--- config.mk ---
export PLATFORM = sky130hd
export DESIGN_NAME = mem_port_arbiter
export DESIGN_NICKNAME = d
export VERILOG_FILES = /design/src/rtl/mem_arb_pkg.sv /design/src/rtl/owner_fifo.sv /design/src/rtl/mem_port_arbiter.sv
export SDC_FILE = /design/constraint.sdc
export NUM_CORES = 1
export LEC_CHECK = 0
export CAP_MARGIN = 20
export CELL_PAD_IN_SITES_DETAIL_PLACEMENT = 0
export CELL_PAD_IN_SITES_GLOBAL_PLACEMENT = 2
export CORE_MARGIN = 2
export CORE_UTILIZATION = 10
export DETAILED_ROUTE_END_ITERATION = 8
export PLACE_DENSITY_LB_ADDON = 0.15
export SLEW_MARGIN = 30
export SYNTH_ARGS = -nofsm -noshare
export SYNTH_HDL_FRONTEND = slang
export SYNTH_SLANG_ARGS = --single-unit
--- constraint.sdc ---
create_clock -name clk -period 1.9 [get_ports clk]
set_input_delay 0.475 -clock clk [delete_from_list [all_inputs] [get_ports clk]]
set_output_delay 0.475 -clock clk [all_outputs]
set_load 0.05 [all_outputs]
--- src/rtl/mem_arb_pkg.sv ---
// Shared types and constants for the fetch/LSU memory port arbiter.
package mem_arb_pkg;

    typedef enum logic {
        OWN_INSTR = 1'b0,
        OWN_DATA  = 1'b1
    } owner_e;

    localparam logic [3:0] BE_ALL = 4'hF;

endpackage

--- src/rtl/owner_fifo.sv ---
// Small circular FIFO recording which requester owns each outstanding transaction.
module owner_fifo
    import mem_arb_pkg::*;
#(
    parameter int  DEPTH = 2,
    parameter type T     = owner_e
) (
    input  logic clk,
    input  logic rstn,
    input  logic push,
    input  logic pop,
    input  T     wdata,
    output T     rdata,
    output logic full,
    output logic empty
);

    localparam int PW = (DEPTH > 1) ? $clog2(DEPTH) : 1;
    localparam int CW = $clog2(DEPTH + 1);

    logic [PW-1:0] r_wptr;
    logic [PW-1:0] r_rptr;
    logic [CW-1:0] r_count;
    T              r_mem [DEPTH];

    logic w_push;
    logic w_pop;

    function automatic logic [PW-1:0] next_ptr(input logic [PW-1:0] p);
        return (p == PW'(DEPTH - 1)) ? '0 : p + 1'b1;
    endfunction

    assign full   = (r_count == CW'(DEPTH));
    assign empty  = (r_count == '0);
    assign w_push = push & ~full;
    assign w_pop  = pop & ~empty;
    assign rdata  = r_mem[r_rptr];

    always_ff @(posedge clk or negedge rstn) begin
        if (!rstn) begin
            r_wptr  <= '0;
            r_rptr  <= '0;
            r_count <= '0;
        end else begin
            if (w_push) r_wptr <= next_ptr(r_wptr);
            if (w_pop)  r_rptr <= next_ptr(r_rptr);
            case ({w_push, w_pop})
                2'b10:   r_count <= r_count + 1'b1;
                2'b01:   r_count <= r_count - 1'b1;
                default: r_count <= r_count;
            endcase
        end
    end

    // Payload storage needs no reset; occupancy alone decides validity.
    always_ff @(posedge clk) begin
        if (w_push) r_mem[r_wptr] <= wdata;
    end

endmodule

--- src/rtl/mem_port_arbiter.sv ---
// Shares one OBI-style memory port between fetch and LSU, with starvation
// protection for fetch and in-order response routing via an owner FIFO.
module mem_port_arbiter
    import mem_arb_pkg::*;
#(
    parameter int MAX_OUTST    = 2,
    parameter int STARVE_LIMIT = 4
) (
    input  logic        clk,
    input  logic        rstn,
    input  logic        instr_req_i,
    input  logic [31:0] instr_addr_i,
    output logic        instr_gnt_o,
    output logic        instr_rvalid_o,
    output logic [31:0] instr_rdata_o,
    output logic        instr_err_o,
    input  logic        data_req_i,
    input  logic        data_we_i,
    input  logic [3:0]  data_be_i,
    input  logic [31:0] data_addr_i,
    input  logic [31:0] data_wdata_i,
    output logic        data_gnt_o,
    output logic        data_rvalid_o,
    output logic [31:0] data_rdata_o,
    output logic        data_err_o,
    output logic        mem_req_o,
    output logic        mem_we_o,
    output logic [3:0]  mem_be_o,
    output logic [31:0] mem_addr_o,
    output logic [31:0] mem_wdata_o,
    input  logic        mem_gnt_i,
    input  logic        mem_rvalid_i,
    input  logic [31:0] mem_rdata_i,
    input  logic        mem_err_i,
    output logic        proto_err_o
);

    localparam int SW = $clog2(STARVE_LIMIT + 1);

    logic [SW-1:0] r_starve;
    logic          r_proto_err;

    logic   w_full;
    logic   w_empty;
    logic   w_any_req;
    logic   w_starved;
    logic   w_sel_instr;
    logic   w_accept;
    logic   w_pop;
    logic   w_rsp_instr;
    logic   w_rsp_data;
    owner_e w_head;
    owner_e w_push_owner;

    assign w_any_req = instr_req_i | data_req_i;
    assign w_starved = (r_starve == SW'(STARVE_LIMIT));
    // Gating on instr_req_i keeps a stale saturated count from stealing the port.
    assign w_sel_instr = ~data_req_i | (instr_req_i & w_starved);

    assign mem_req_o   = w_any_req & ~w_full;
    assign mem_we_o    = ~w_sel_instr & data_we_i;
    assign mem_be_o    = !w_any_req ? 4'h0 : (w_sel_instr ? BE_ALL : data_be_i);
    assign mem_addr_o  = !w_any_req ? 32'h0 : (w_sel_instr ? instr_addr_i : data_addr_i);
    assign mem_wdata_o = w_sel_instr ? 32'h0 : data_wdata_i;

    assign w_accept     = mem_req_o & mem_gnt_i;
    assign instr_gnt_o  = w_accept & w_sel_instr;
    assign data_gnt_o   = w_accept & ~w_sel_instr;
    assign w_push_owner = w_sel_instr ? OWN_INSTR : OWN_DATA;

    assign w_pop       = mem_rvalid_i & ~w_empty;
    assign w_rsp_instr = w_pop & (w_head == OWN_INSTR);
    assign w_rsp_data  = w_pop & (w_head == OWN_DATA);

    assign instr_rvalid_o = w_rsp_instr;
    assign instr_rdata_o  = w_rsp_instr ? mem_rdata_i : 32'h0;
    assign instr_err_o    = w_rsp_instr & mem_err_i;
    assign data_rvalid_o  = w_rsp_data;
    assign data_rdata_o   = w_rsp_data ? mem_rdata_i : 32'h0;
    assign data_err_o     = w_rsp_data & mem_err_i;
    assign proto_err_o    = r_proto_err;

    owner_fifo #(
        .DEPTH (MAX_OUTST),
        .T     (owner_e)
    ) u_owner_fifo (
        .clk   (clk),
        .rstn  (rstn),
        .push  (w_accept),
        .pop   (w_pop),
        .wdata (w_push_owner),
        .rdata (w_head),
        .full  (w_full),
        .empty (w_empty)
    );

    always_ff @(posedge clk or negedge rstn) begin
        if (!rstn) begin
            r_starve    <= '0;
            r_proto_err <= 1'b0;
        end else begin
            if (instr_req_i && !instr_gnt_o) begin
                if (!w_starved) r_starve <= r_starve + 1'b1;
            end else begin
                r_starve <= '0;
            end
            if (mem_rvalid_i && w_empty) r_proto_err <= 1'b1;
        end
    end

endmodule

==> results of run 1 <==
## flip-flops by register name, indices dropped and copies added, names as in the netlist
register and count:
r_starve 3, u_owner_fifo.r_mem 2, u_owner_fifo.r_rptr 1, u_owner_fifo.r_wptr 1, u_owner_fifo.r_count 2, proto_err_o 1
## cells in the final DEF (no fill, tap or decap), types with 2 or more instances in the layout
master and count:
o21a_1 4, edfxtp_1 2, buf_12 116, buf_16 6, o21ai_0 3, nand3_4 2
buf_6 14, inv_2 2, buf_8 30, and3_4 33, inv_1 2, ha_1 2
and2_4 36, nor2_4 3, nor2_1 4, nand3_2 8, o21ai_4 33, dfrtp_1 8
buf_4 28, clkdlybuf4s50_1 135, nor3_1 2, nand2_1 34, nand3_1 25, xnor2_1 4
dlygate4sd2_1 2, clkbuf_16 7, and2_2 31
## synthesized netlist by cell type, types with 2 or more instances
cell | n | area [sq um]
o21ai_1 | 2 | 10.0
and3_1 | 34 | 213
xnor2_1 | 4 | 35.0
nand3_2 | 2 | 20.0
edfxtp_1 | 2 | 60.1
nand3_1 | 33 | 165
inv_1 | 4 | 15.0
o21a_1 | 4 | 30.0
buf_6 | 3 | 33.8
clkbuf_1 | 12 | 45.0
nor2_1 | 6 | 22.5
and2_2 | 4 | 30.0
buf_2 | 12 | 60.1
nor3_1 | 2 | 10.0
and2_1 | 63 | 394
nand2_1 | 34 | 128
o21ai_0 | 33 | 165
ha_1 | 3 | 37.5
dfrtp_1 | 8 | 200
## layer usage
metal / vias to the layer above / track usage (%) / share of wire [%]
met3: 17 / 5.08 / 9.6
li1: 1577 / - / -
met1: 1479 / 14.0 / 36
met4: 2 / 2.55 / 1.6
met2: 180 / 24.7 / 53
met5: - / 0 / 0.088
## critical path, delay by kind of cell, from the launching register on
family	cells	cell delay, ns
adders and majority gates	1	0.15
buffers and inverters	4	0.56
DFF	1	0.38
and+or+nand+nor	2	0.31
## kinds of logic (layout without fill, tap and decap cells)
group	count (synthesis)	in the layout
and+or+nand+nor	186	186
AOI/OAI and AO/OA	43	43
buffers and inverters	33	345
DFF	10	10
xor gates and xnor gates	5	5
adders and majority gates	3	3
muxes	2	2
## how the worst min path moves through the flow
stage | cells after the start | end | slack, ns
3_3_place_gp | 1 | proto_err_o | 0.45
5_1_grt | 1 | proto_err_o | 0.48
3_5_place_dp | 1 | proto_err_o | 0.46
4_1_cts | 1 | proto_err_o | 0.47
2_1_floorplan | 0 | proto_err_o | 0.18
6_report | 1 | proto_err_o | 0.46
## power by group through the flow
stage               registers (mW)  clock network, mW  logic [mW]
finish                       0.351              0.388        4.99
global route                 0.360              0.408        5.20
CTS                          0.352              0.397        4.92
detailed placement           0.352                  0        4.35
global placement             0.350                  0        4.33
floorplan                    0.361                  0        2.15
## area by class of cell
class / instances / area, sq um / share of cell area (%)
flip-flops and latches: 10 / 260 / 3.44
inverters: 5 / 26.3 / 0.347
clock buffers: 4 / 78.8 / 1.04
repair buffers: 336 / 4780 / 63.1
well taps: 229 / 287 / 3.78
multi-input cells: 239 / 2140 / 28.3
## repair_timing
action                                  in CTS  in global routing
endpoints found under the hold margin        0                  0
pin swaps                                   36                 41
cloned                                       6                  5
endpoints found under the setup margin     145                139
buffers inserted                             7                  5
hold buffers                                 0                  0
gates resized for setup                    152                 40
==> flow_summary.html, run 1 <==
<table>
<tr><th>Metric</th><th>Value</th></tr>
<tr><th colspan="2">Timing</th></tr>
<tr><td>Slew at the pin with the worst max-slew slack</td><td>0.474 ns</td></tr>
<tr><td>Final period utilization</td><td>112%</td></tr>
<tr><td>Setup TNS</td><td>-28.01 ns</td></tr>
<tr><td>Count of endpoints failing setup in the final report</td><td>139</td></tr>
<tr><td>RSZ-0062 raised after global routing</td><td>yes</td></tr>
<tr><td>Time the final worst path needs with I/O delays and setup</td><td>2.13 ns</td></tr>
<tr><td>Worst Hold Slack</td><td>0.457 ns</td></tr>
<tr><td>Achievable clock frequency</td><td>470 MHz</td></tr>
<tr><td>Worst clock skew</td><td>0.000405 ns</td></tr>
<tr><td>Setup WS post-layout</td><td>-0.229 ns</td></tr>
<tr><td>Tightest slew margin relative to the limit</td><td>68.3%</td></tr>
<tr><td>Final Max Slew Viols</td><td>0</td></tr>
<tr><td>Final-report hold violation count</td><td>0</td></tr>
<tr><th colspan="2">Cells and area</th></tr>
<tr><td>Layout overhead on the synthesized area</td><td>316%</td></tr>
<tr><td>Fill count</td><td>1716</td></tr>
<tr><td>Diodes inserted</td><td>0</td></tr>
<tr><td>Post-layout nets</td><td>738</td></tr>
<tr><td>Final Core Density</td><td>42.3%</td></tr>
<tr><td>Final Non-Filler Cells</td><td>823</td></tr>
<tr><td>Fraction of final layout cells with drive strength greater than 1</td><td>60.1%</td></tr>
<tr><td>Final standard cell area without fillers</td><td>7580 sq um</td></tr>
<tr><th colspan="2">GRT</th></tr>
<tr><td>Overall Global Routing Usage</td><td>13.2%</td></tr>
<tr><td>Largest net degree at the start of global routing</td><td>35</td></tr>
<tr><td>Vias in the first global route</td><td>3404</td></tr>
<tr><td>Global-route wire length before repair</td><td>20.2 mm</td></tr>
<tr><td>Total congestion overflow after global routing</td><td>0</td></tr>
<tr><td>Initial antenna violation count</td><td>1</td></tr>
<tr><th colspan="2">Synthesis</th></tr>
<tr><td>Number of flops mapped to enable cells by yosys</td><td>2</td></tr>
<tr><td>Number of library cell types mapped by synthesis</td><td>36</td></tr>
<tr><td>Most used flip-flop cell after synthesis</td><td>dfrtp_1</td></tr>
<tr><td>Synth Area in Adders</td><td>2.06%</td></tr>
<tr><td>Synthesis-stage register bit count</td><td>10</td></tr>
<tr><td>Syn_nets</td><td>425</td></tr>
<tr><td>Total number of yosys warnings</td><td>0</td></tr>
<tr><td>Xor/xnor share of the synthesized area</td><td>2.41%</td></tr>
<tr><td>Simple-gate portion of the synthesized area</td><td>57.6%</td></tr>
<tr><td>Post-synthesis area per instance</td><td>6.45 sq um</td></tr>
<tr><td>Combinational family with the most area after synthesis</td><td>simple AND/OR/NAND/NOR gates</td></tr>
<tr><td>Share of the yosys chip area belonging to registers</td><td>14.3%</td></tr>
<tr><td>Compound-gate portion of the synthesized area</td><td>13.5%</td></tr>
<tr><td>Fraction of registers with async set or reset after synthesis</td><td>80.0%</td></tr>
<tr><td>Synth Cell Area</td><td>1820 sq um</td></tr>
<tr><td>Mux cell area share after synthesis</td><td>1.31%</td></tr>
<tr><td>Cell count after synthesis</td><td>282</td></tr>
<tr><th colspan="2">Power and ir drop</th></tr>
<tr><td>Relative contribution of the clock network to total power</td><td>6.8%</td></tr>
<tr><td>PwrDens</td><td>756 nW/um^2</td></tr>
<tr><td>P_sw</td><td>2.58 mW</td></tr>
<tr><td>Power Internal</td><td>3.15 mW</td></tr>
<tr><td>Fraction of power spent switching nets</td><td>45.0%</td></tr>
<tr><td>Largest vdd supply drop</td><td>0.000446 V</td></tr>
<tr><td>Sum of internal, switching and leakage power</td><td>5.73 mW</td></tr>
<tr><td>Share of total power in combinational logic</td><td>87.1%</td></tr>
<tr><td>Sequential share of power</td><td>6.1%</td></tr>
<tr><td>Leak pwr</td><td>3.13 nW</td></tr>
<tr><th colspan="2">Route</th></tr>
<tr><td>Pre-antenna DRT Iters</td><td>4</td></tr>
<tr><td>Antenna viol nets, final</td><td>0</td></tr>
<tr><td>DRC errors left</td><td>0</td></tr>
<tr><td>Routed wirelength normalized by instance count</td><td>16.5 um</td></tr>
<tr><td>Number of vias in the routed layout</td><td>3255</td></tr>
<tr><td>Routed wire length</td><td>13.6 mm</td></tr>
<tr><td>DR iter-0 viols</td><td>55</td></tr>
<tr><td>Ratio of routed vias to standard cells</td><td>3.96</td></tr>
<tr><th colspan="2">Critical path</th></tr>
<tr><td>Critical-path cell with the highest stage delay</td><td>dfrtp_1</td></tr>
<tr><td>Critical R2R Capture</td><td>u_owner_fifo.r_count[1]</td></tr>
<tr><td>Worst stage delay on the critical path</td><td>0.38 ns</td></tr>
<tr><td>Worst R2R Start</td><td>u_owner_fifo.r_count[0]</td></tr>
<tr><td>Critical Path Fanout Max</td><td>7</td></tr>
<tr><td>Worst setup path end</td><td>mem_wdata_o[26]</td></tr>
<tr><td>Critical Path, Cell by Cell</td><td>inv_2 &gt; ha_4 &gt; nand3_4 &gt; buf_12 &gt; clkbuf_16 &gt; and3_4 &gt; buf_6</td></tr>
<tr><td>Worst Path Required</td><td>1.42 ns</td></tr>
<tr><td>R2r worst-path depth</td><td>7</td></tr>
<tr><td>Worst setup startpoint</td><td>r_starve[1]</td></tr>
<tr><td>Crit start category</td><td>register</td></tr>
<tr><td>Kind of end point of the critical path</td><td>output pin</td></tr>
<tr><td>Worst-case register-to-register setup slack</td><td>0.24 ns</td></tr>
<tr><td>Crit path kind</td><td>reg -&gt; out</td></tr>
<tr><td>Worst Path Arrival</td><td>1.65 ns</td></tr>
<tr><th colspan="2">Die</th></tr>
<tr><td>Chip Width</td><td>139 um</td></tr>
<tr><td>Die area</td><td>19300 sq um</td></tr>
<tr><td>Ports</td><td>281</td></tr>
<tr><td>Floorplan die height</td><td>139 um</td></tr>
<tr><td>Floorplan core area</td><td>17900 sq um</td></tr>
<tr><td># rows</td><td>49</td></tr>
<tr><td>Starting utilization of the core area</td><td>10.2%</td></tr>
<tr><th colspan="2">Flow run</th></tr>
<tr><td>Maximum Capacitance Violations</td><td>0</td></tr>
<tr><th colspan="2">Hold path</th></tr>
<tr><td>Hold Crit Class</td><td>reg -&gt; reg</td></tr>
<tr><td>Startpoint of the tightest hold check path</td><td>proto_err_o</td></tr>
<tr><th colspan="2">Clock network</th></tr>
<tr><td>Clk Tree Root Cell</td><td>clkbuf_16</td></tr>
<tr><td>Clock sinks</td><td>10</td></tr>
<tr><td>Clock-pin slew on the worst setup and hold paths</td><td>0.04 ns</td></tr>
<tr><td>Maximum clock insertion buffer count</td><td>2</td></tr>
<tr><td>Worst-Skew Late Latency</td><td>0.24 ns</td></tr>
<tr><td>Clock tree from TritonCTS</td><td>built</td></tr>
<tr><td>Number of levels in the clock H-tree</td><td>1</td></tr>
<tr><td>Number of buffers added by the clock tree synthesis step</td><td>3</td></tr>
<tr><th colspan="2">Place</th></tr>
<tr><td>Worst-case setup slack after placement</td><td>-0.556 ns</td></tr>
<tr><td>RD Place Congestion</td><td>0.742</td></tr>
<tr><td>Placed cell count</td><td>799</td></tr>
<tr><td>Number of port buffers</td><td>280</td></tr>
<tr><td>Detail Placement HPWL</td><td>10.7 mm</td></tr>
<tr><td>Placement Cell Area</td><td>6490 sq um</td></tr>
<tr><th colspan="2">Outcome</th></tr>
<tr><td>Outcome</td><td>finished, violations left</td></tr>
<tr><td>Violated checks</td><td>setup timing</td></tr>
</table>
(Power assumes the default switching activity.)
==> inputs of run 2 (changes only) <==
--- a/config.mk
+++ b/config.mk
@@ -8,7 +8,6 @@
 export CAP_MARGIN = 20
 export CELL_PAD_IN_SITES_DETAIL_PLACEMENT = 0
 export CELL_PAD_IN_SITES_GLOBAL_PLACEMENT = 2
-export CORE_MARGIN = 2
 export CORE_UTILIZATION = 10
 export DETAILED_ROUTE_END_ITERATION = 8
 export PLACE_DENSITY_LB_ADDON = 0.15
==> flow_summary.html, run 2 (synthesis gave the netlist of run 1 again) <==
<table>
<tr><th>Metric</th><th>Value</th></tr>
<tr><th colspan="2">Outcome</th></tr>
<tr><td>Outcome</td><td>finished, violations left</td></tr>
<tr><td>Violated checks</td><td>setup timing</td></tr>
<tr><th colspan="2">Timing</th></tr>
<tr><td>Tightest slew margin relative to the limit</td><td>72.4%</td></tr>
<tr><td>Setup TNS</td><td>-24.94 ns</td></tr>
<tr><td>Final Max Slew Viols</td><td>0</td></tr>
<tr><td>Time the final worst path needs with I/O delays and setup</td><td>2.14 ns</td></tr>
<tr><td>Count of endpoints failing setup in the final report</td><td>139</td></tr>
<tr><td>RSZ-0062 raised after global routing</td><td>yes</td></tr>
<tr><td>Slew at the pin with the worst max-slew slack</td><td>0.412 ns</td></tr>
<tr><td>Final period utilization</td><td>113%</td></tr>
<tr><td>Setup WS post-layout</td><td>-0.239 ns</td></tr>
<tr><td>Worst clock skew</td><td>0.00237 ns</td></tr>
<tr><td>Achievable clock frequency</td><td>468 MHz</td></tr>
<tr><td>Final-report hold violation count</td><td>0</td></tr>
<tr><th colspan="2">Critical path</th></tr>
<tr><td>Worst Path Arrival</td><td>1.66 ns</td></tr>
<tr><td>Critical Path Fanout Max</td><td>7</td></tr>
<tr><td>Crit path kind</td><td>reg -&gt; out</td></tr>
<tr><td>Worst Path Required</td><td>1.42 ns</td></tr>
<tr><td>Crit start category</td><td>register</td></tr>
<tr><td>Kind of end point of the critical path</td><td>output pin</td></tr>
<tr><th colspan="2">Cells and area</th></tr>
<tr><td>Fraction of final layout cells with drive strength greater than 1</td><td>58.3%</td></tr>
<tr><td>Regs by FF count</td><td>r_starve: 3 flops, u_owner_fifo.r_count: 2 flops, u_owner_fifo.r_mem: 2 flops</td></tr>
<tr><td>Layout overhead on the synthesized area</td><td>298%</td></tr>
<tr><td>Final Core Density</td><td>41.3%</td></tr>
<tr><td>Max reg flops</td><td>3</td></tr>
<tr><td>Diodes inserted</td><td>0</td></tr>
<tr><td>Post-layout nets</td><td>736</td></tr>
<tr><td>Top library cells by usage in the layout, fill and taps aside</td><td>clkdlybuf4s50_1, buf_12, and2_4, buf_4, o21ai_4</td></tr>
<tr><td>Largest register by flop count</td><td>r_starve</td></tr>
<tr><td>Final standard cell area without fillers</td><td>7250 sq um</td></tr>
<tr><td>Most common library cell in the layout ignoring fill and taps</td><td>clkdlybuf4s50_1</td></tr>
<tr><th colspan="2">Power and ir drop</th></tr>
<tr><td>Largest vdd supply drop</td><td>0.000478 V</td></tr>
<tr><td>Leak pwr</td><td>3.05 nW</td></tr>
<tr><td>Sum of internal, switching and leakage power</td><td>5.80 mW</td></tr>
<tr><td>PwrDens</td><td>801 nW/um^2</td></tr>
<tr><th colspan="2">Die</th></tr>
<tr><td>Floorplan die height</td><td>137 um</td></tr>
<tr><td>Ports</td><td>281</td></tr>
<tr><td>Starting utilization of the core area</td><td>10.4%</td></tr>
<tr><td># rows</td><td>48</td></tr>
<tr><td>Floorplan core area</td><td>17500 sq um</td></tr>
<tr><td>Die area</td><td>18700 sq um</td></tr>
<tr><td>Chip Width</td><td>137 um</td></tr>
<tr><th colspan="2">Clock network</th></tr>
<tr><td>Number of levels in the clock H-tree</td><td>1</td></tr>
<tr><td>Maximum clock insertion buffer count</td><td>2</td></tr>
<tr><td>Clock tree from TritonCTS</td><td>built</td></tr>
<tr><td>Number of buffers inserted for hold repair after clock tree synthesis</td><td>0</td></tr>
<tr><td>Clock-pin slew on the worst setup and hold paths</td><td>0.04 ns</td></tr>
<tr><td>Clock sinks</td><td>10</td></tr>
<tr><td>Number of buffers added by the clock tree synthesis step</td><td>3</td></tr>
<tr><td>Worst-Skew Late Latency</td><td>0.24 ns</td></tr>
<tr><td>Clk Tree Root Cell</td><td>clkbuf_16</td></tr>
<tr><th colspan="2">Route</th></tr>
<tr><td>Number of vias in the routed layout</td><td>3213</td></tr>
<tr><td>Routed wirelength normalized by instance count</td><td>16.4 um</td></tr>
<tr><td>Antenna viol nets, final</td><td>0</td></tr>
<tr><td>DRC errors left</td><td>0</td></tr>
<tr><td>Pre-antenna DRT Iters</td><td>4</td></tr>
<tr><td>Ratio of routed vias to standard cells</td><td>3.93</td></tr>
<tr><td>DR iter-0 viols</td><td>62</td></tr>
<tr><td>Routed wire length</td><td>13.4 mm</td></tr>
<tr><th colspan="2">GRT</th></tr>
<tr><td>Initial antenna violation count</td><td>0</td></tr>
<tr><td>Largest net degree at the start of global routing</td><td>31</td></tr>
<tr><td>Overall Global Routing Usage</td><td>13.7%</td></tr>
<tr><td>Total congestion overflow after global routing</td><td>0</td></tr>
<tr><td>Global-route wire length before repair</td><td>19.5 mm</td></tr>
<tr><td>Vias in the first global route</td><td>3416</td></tr>
<tr><th colspan="2">Hold path</th></tr>
<tr><td>Hold Crit Class</td><td>reg -&gt; reg</td></tr>
<tr><th colspan="2">Place</th></tr>
<tr><td>Detail Placement HPWL</td><td>10.5 mm</td></tr>
<tr><td>Worst-case setup slack after placement</td><td>-0.592 ns</td></tr>
<tr><td>RD Place Congestion</td><td>0.733</td></tr>
<tr><td>Number of port buffers</td><td>280</td></tr>
<tr><td>Placement Cell Area</td><td>6460 sq um</td></tr>
<tr><th colspan="2">Flow run</th></tr>
<tr><td>Maximum Capacitance Violations</td><td>0</td></tr>
</table>
run 2: where the power goes:
group          leakage (nW)  internal, mW  switching (mW)
registers             0.114         0.292          0.0603
logic                  2.89          2.63            2.45
clock network        0.0385         0.276          0.0995
total                  3.05          3.20            2.61
run 2: path summary, 6_finish.rpt:
check | start | end | slack, ns | cells past startpoint
setup / recovery | r_starve[1] | mem_addr_o[9] | -0.24 | 8
hold / removal | proto_err_o | proto_err_o | 0.47 | 1
setup reg to reg | u_owner_fifo.r_count[0] | u_owner_fifo.r_count[1] | 0.22 | 7
hold reg to reg | proto_err_o | proto_err_o | 0.47 | 1
max in group asynchronous | rstn | r_starve[2] | 1.07 | 1
min in group asynchronous | rstn | r_starve[0] | 0.54 | 1
run 2: metrics by stage:
stage | hold slack [ns] | instances
2_1_floorplan | 0.179 | 282
3_3_place_gp | 0.447 | 794
3_5_place_dp | 0.462 | 794
4_1_cts | 0.468 | 815
5_1_grt | 0.512 | 817
6_report | 0.467 | 817
run 2: layer usage:
metal  routed length [um]  track usage [%]  up-vias
li1                     -                -     1569
met1                 4560             13.5     1460
met2                 7200             26.8      175
met3                 1560             5.48        9
met4                  101             1.95        0
met5                    0                0        -
run 2: what timing repair did:
| item | 4_1_cts | 5_1_grt |
|---|---|---|
| pin swaps | 24 | 29 |
| resized for setup | 144 | 4 |
| buffers inserted | 13 | 0 |
| cloned | 6 | 3 |
| setup endpoints to repair | 142 | 139 |
run 2: final cells by class:
type                       count  area, sq um
sequential                    10          260
fill                        1680        10300
multi-input combinational    239         2100
clock buffer                   3         75.1
timing repair buffer         334         4500
clock inverter                 1         3.75
inverter                       5         26.3
tap                          225          282
run 2: critical path, stage by stage, from the launching register on:
cell and delay (ns):
dfrtp_1 0.39, inv_2 0.08, ha_4 0.16, nand3_4 0.12, nand2_4 0.12, inv_8 0.06
buf_16 0.15, o21ai_4 0.16, buf_12 0.15
==> inputs of run 3 (changes only) <==
--- a/config.mk
+++ b/config.mk
@@ -9,6 +9,7 @@
 export CELL_PAD_IN_SITES_DETAIL_PLACEMENT = 0
 export CELL_PAD_IN_SITES_GLOBAL_PLACEMENT = 2
 export CORE_UTILIZATION = 10
+export CTS_CLUSTER_SIZE = 40
 export DETAILED_ROUTE_END_ITERATION = 8
 export PLACE_DENSITY_LB_ADDON = 0.15
 export SLEW_MARGIN = 30
==> results of run 3 <==
No change in the layout: final DEF, timing and power equal those of run 2.
